[src/rtl/regfile_writer.sv]
// Write-side front end for the register file: an in-order write-back
// queue with read-after-write bypass on both read ports.
module regfile_writer #(
  parameter int DEPTH = 4,
  parameter int AW    = 4,
  parameter int DW    = 32
) (
  input  logic                     clk,
  input  logic                     rst,
  input  logic                     in_valid,
  output logic                     in_ready,
  input  logic [AW-1:0]            in_dest,
  input  logic [DW-1:0]            in_data,
  input  logic                     rf_stall,
  output logic                     WriteEnable,
  output logic [AW-1:0]            Destination,
  output logic [DW-1:0]            Din,
  input  logic [AW-1:0]            RegSource1,
  input  logic [AW-1:0]            RegSource2,
  input  logic [DW-1:0]            rf_src1,
  input  logic [DW-1:0]            rf_src2,
  output logic [DW-1:0]            Source1,
  output logic [DW-1:0]            Source2,
  output logic [$clog2(DEPTH):0]   count,
  output logic                     overflow
);

  localparam int PW = $clog2(DEPTH);
  localparam int CW = PW + 1;

  logic [AW-1:0] dest_q [DEPTH];
  logic [DW-1:0] data_q [DEPTH];
  logic [PW-1:0] rd_ptr_q, rd_ptr_d;
  logic [PW-1:0] wr_ptr_q, wr_ptr_d;
  logic [CW-1:0] count_q, count_d;
  logic          ovf_q, ovf_d;
  logic          push, pop;

  assign in_ready    = (count_q != CW'(DEPTH));
  assign WriteEnable = (count_q != '0) && !rf_stall;
  assign push        = in_valid && in_ready;
  assign pop         = WriteEnable;
  assign Destination = dest_q[rd_ptr_q];
  assign Din         = data_q[rd_ptr_q];
  assign count       = count_q;
  assign overflow    = ovf_q;

  // Next pointers, occupancy and the sticky overflow flag.
  always_comb begin
    rd_ptr_d = rd_ptr_q + PW'(pop);
    wr_ptr_d = wr_ptr_q + PW'(push);
    count_d  = count_q;
    unique case ({push, pop})
      2'b10:   count_d = count_q + 1'b1;
      2'b01:   count_d = count_q - 1'b1;
      default: count_d = count_q;
    endcase
    ovf_d = ovf_q | (in_valid & ~in_ready);
  end

  // State and storage; reset wins over any push or pop in the same cycle.
  always_ff @(posedge clk) begin
    if (rst) begin
      rd_ptr_q <= '0;
      wr_ptr_q <= '0;
      count_q  <= '0;
      ovf_q    <= 1'b0;
      for (int i = 0; i < DEPTH; i++) begin
        dest_q[i] <= '0;
        data_q[i] <= '0;
      end
    end else begin
      rd_ptr_q <= rd_ptr_d;
      wr_ptr_q <= wr_ptr_d;
      count_q  <= count_d;
      ovf_q    <= ovf_d;
      if (push) begin
        dest_q[wr_ptr_q] <= in_dest;
        data_q[wr_ptr_q] <= in_data;
      end
    end
  end

  // Bypass: walk oldest to youngest so the youngest match wins.
  always_comb begin
    logic [PW-1:0] idx;
    idx     = '0;
    Source1 = rf_src1;
    Source2 = rf_src2;
    for (int i = 0; i < DEPTH; i++) begin
      idx = rd_ptr_q + PW'(i);
      if (CW'(i) < count_q) begin
        if (dest_q[idx] == RegSource1) Source1 = data_q[idx];
        if (dest_q[idx] == RegSource2) Source2 = data_q[idx];
      end
    end
  end

endmodule

[config.mk]
export PLATFORM = sky130hd
export DESIGN_NAME = regfile_writer
export DESIGN_NICKNAME = d
export VERILOG_FILES = /design/src/rtl/regfile_writer.sv
export SDC_FILE = /design/constraint.sdc
export NUM_CORES = 1
export LEC_CHECK = 0
export ABC_AREA = 1
export BUFFER_PORTS_ARGS = -buffer_cell sky130_fd_sc_hd__buf_2
export CAP_MARGIN = 40
export CORE_MARGIN = 2
export CORE_UTILIZATION = 40
export DETAILED_ROUTE_END_ITERATION = 16
export GPL_ROUTABILITY_DRIVEN = 0
export PLACE_DENSITY_LB_ADDON = 0.08
export SYNTH_ARGS = -nofsm -noshare
export SYNTH_HDL_FRONTEND = slang
export SYNTH_SLANG_ARGS = --single-unit
export TNS_END_PERCENT = 100
[constraint.sdc]
create_clock -name clk -period 5.55 [get_ports clk]
set_input_delay 0.8325 -clock clk [delete_from_list [all_inputs] [get_ports clk]]
set_output_delay 0.8325 -clock clk [all_outputs]
set_load 0.005 [all_outputs]
==> flow_metrics.env <==
export IMPL_rows=66
export IMPL_holdPathEnd="overflow"
export IMPL_placed_cells=2609
export IMPL_num_vias=13900
export IMPL_finalSetupTns_ps=0
export IMPL_max_stage_delay_ps=610
export IMPL_worst_slew_pin_slew_ps=896
export IMPL_crit_path_max_fanout=60
export IMPL_drt_wl_total_mm=47.6
export IMPL_root_buffer="clkbuf_16"
export IMPL_ctsHoldBuffers=0
export IMPL_grt_pass1_wl_mm=72.4
export IMPL_die_x_um=185
export IMPL_cts_sinks=152
export IMPL_drc=0
export IMPL_cts_setup_buffers=0
export IMPL_clock_path_buffers=2
export IMPL_final_cells=2641
export IMPL_grt_overflow_total=0
export IMPL_cp_depth=13
export IMPL_die_area_mm2=0.0340
export IMPL_cpMostUsedCell="nand2_1"
export IMPL_relSlewSlack=0.402
export IMPL_p_seq_frac=0.232
export IMPL_switching_power_uw=3170
export IMPL_ys_ff_latch=152
export IMPL_status="finished, final reports clean"
export IMPL_syn_area_mm2=0.0130
export IMPL_r2r_cells=10
export IMPL_firstDrtPassIters=5
export IMPL_rsz0062_at_grt="no"
export IMPL_ys_seq_area_frac=0.344
export IMPL_hpwl_mm=32.2
export IMPL_chipHeight_um=185
export IMPL_crit_buf_inv=3
export IMPL_cts_tree="done"
export IMPL_area_growth_pct=16.1
export IMPL_syn_avg_cell_area_um2=6.36
export IMPL_r2r_start="count[0]"
export IMPL_start_kind="flop"
export IMPL_slowest_stage="buf_4"
export IMPL_ys_types=30
export IMPL_fin_nets=2305
export IMPL_cellPowerDensity_mw_per_mm2=422
export IMPL_setup_viol=0
export IMPL_portBuffers=217
export IMPL_path_class="reg -> out"
export IMPL_grt_use_total=0.279
export IMPL_hold_path_class="reg -> reg"
export IMPL_vias_per_cell=5.26
export IMPL_ioPinCount=218
export IMPL_insertion_delay_ps=430
export IMPL_fmax_ghz=0.210
export IMPL_r2r_end="data_q[0][18]"
export IMPL_fin_util=0.468
export IMPL_final_period_utilization=0.860
export IMPL_cp_cell_sequence="buf_4, nand2_1, nand2_2, nand2_1, nand3_1, nand3_1, nor2_4, nand2_1, buf_4, nand3_1, nand2_1, a21oi_1, buf_2"
export IMPL_ys_warn_count=0
export IMPL_seq_area_mm2=0.00449
export IMPL_drv_slew=0
export IMPL_intPower_uw=3220
export IMPL_cts_resized_gates=0
export IMPL_switching_share=0.496
export IMPL_coreArea_mm2=0.0323
export IMPL_crit_family="simple AND/OR/NAND/NOR gates"
export IMPL_initial_core_util=0.404
export IMPL_drv_cap=0
export IMPL_cellLeakagePower_uw=0.00762
export IMPL_peakVddDrop_uv=264
export IMPL_clk_pin_slew_ps=60
export IMPL_fill_cells=3359
export IMPL_synth_top_area_share=0.332
export IMPL_grt_pass1_vias=12900
export IMPL_finClkSkew_ps=7.64
export IMPL_pwr_share_clk=0.188
export IMPL_yosys_area_top_type="edfxtp_1"
export IMPL_numCtsBuffers=17
export IMPL_syn_num_nets=2168
export IMPL_rrSetupSlack_ps=2890
export IMPL_synth_area_top_cells="edfxtp_1 (33%), nand2_1 (20%), nand3_1 (9.4%)"
export IMPL_ant_nets=0
export IMPL_multi_input_area_mm2=0.00718
export IMPL_antenna_found_initial=1
export IMPL_critical_path_required_ps=4720
export IMPL_cts_htree_levels=4
export IMPL_layout_drive_gt1_share=0.160
export IMPL_total_power_uw=6380
export IMPL_first_iter_violations=1304
export IMPL_antenna_cells=0
export IMPL_crit_arrival_ps=3940
export IMPL_wl_per_cell_um=18.0
export IMPL_min_from="overflow"
export IMPL_grt_max_degree=84
export IMPL_hold_viol=0
export IMPL_period_minus_slack_ps=4770
export IMPL_postSynthCellCount=2049
export IMPL_whs_path_depth=2
export IMPL_comb_power_share=0.580
export IMPL_cp_end_kind="output pin"
## cell type report
| cell class | instances | area share |
|---|---|---|
| Multi-Input combinational cell | 1544 | 0.475 |
| Clock inverter | 7 | 0.00778 |
| Tap cell | 442 | 0.0366 |
| Sequential cell | 152 | 0.297 |
| Clock buffer | 25 | 0.0321 |
| Inverter | 210 | 0.0523 |
| Timing Repair Buffer | 261 | 0.0998 |
## synth_stat cells
master,instances
a21oi_1,74
a21oi_2,2
and2_1,1
buf_1,21
buf_2,59
buf_4,8
buf_6,4
clkbuf_1,51
dfxtp_1,8
edfxtp_1,144
ha_1,7
inv_1,175
inv_2,34
inv_4,1
mux2i_1,64
nand2_1,701
nand2_2,1
nand3_1,244
nand3_2,2
nand4_1,64
nor2_1,228
nor2_2,4
nor3_1,1
nor3_2,1
o21ai_0,138
o21ai_1,1
o21ai_2,4
or2_2,1
xnor2_1,2
xor2_1,4
## how the worst max path moves through the flow
stage,from,end
finish,rd_ptr_q[1],Source2[31]
global route,rd_ptr_q[0],Source1[2]
CTS,rd_ptr_q[0],Source1[4]
detailed placement,rd_ptr_q[0],Source1[4]
global placement,rd_ptr_q[0],Source2[17]
floorplan,in_valid,data_q[3][0]
## cell usage in the layout (no fill, tap or decap), drive strengths merged
cell	instances
a21oi	76
and2	1
buf	261
bufinv	3
clkbuf	25
clkinv	3
dfxtp	8
edfxtp	144
ha	7
inv	211
mux2i	64
nand2	702
nand3	246
nand4	64
nor2	232
nor3	2
o21ai	143
or2	1
xnor2	2
xor2	4
## registers in the layout, summed over array words and instances (netlist names)
signal / count
rd_ptr_q: 2
overflow: 1
dest_q: 16
data_q: 128
count: 3
wr_ptr_q: 2
## tightest hold or removal path, cell delays in order, from the launching register on
cell and delay (ps):
dfxtp_1 310, inv_1 50, a21oi_1 50
## per-stage QoR
| step | cell area, um2 | hold slack (ps) | setup slack [ps] |
|---|---|---|---|
| 3_5_place_dp | 14500 | 440 | 1340 |
| 4_1_cts | 15100 | 451 | 861 |
| 2_1_floorplan | 13000 | 447 | 1580 |
| 6_report | 15100 | 450 | 777 |
| 5_1_grt | 15100 | 477 | 509 |
| 3_3_place_gp | 14400 | 439 | 1340 |
## layer usage
layer | global-route usage | part of all wire | wire length (um)
met2 | 0.454 | 0.45 | 21300
met1 | 0.379 | 0.44 | 20900
met4 | 0.0781 | 0.019 | 920
met5 | 0 | 0.00027 | 13
met3 | 0.0535 | 0.093 | 4450
## kinds of logic after synthesis
| kind of cell | after synthesis | share of synthesized area |
|---|---|---|
| adders and majority gates | 7 | 0.00672 |
| AOI/OAI and AO/OA | 219 | 0.0858 |
| DFF | 152 | 0.344 |
| xor gates and xnor gates | 6 | 0.00403 |
| muxes | 64 | 0.0492 |
| buffers and inverters | 353 | 0.112 |
| and+or+nand+nor | 1248 | 0.398 |
## power by group through the flow
stage               Combinational [uW]  Clock (uW)  Sequential (uW)
finish                            3710        1200             1480
global route                      4070        1250             1500
CTS                               3640        1210             1480
detailed placement                3630           0             1500
global placement                  3570           0             1500
floorplan                         2440           0             1450
No activity file was read; power rests on OpenSTA's default activity.
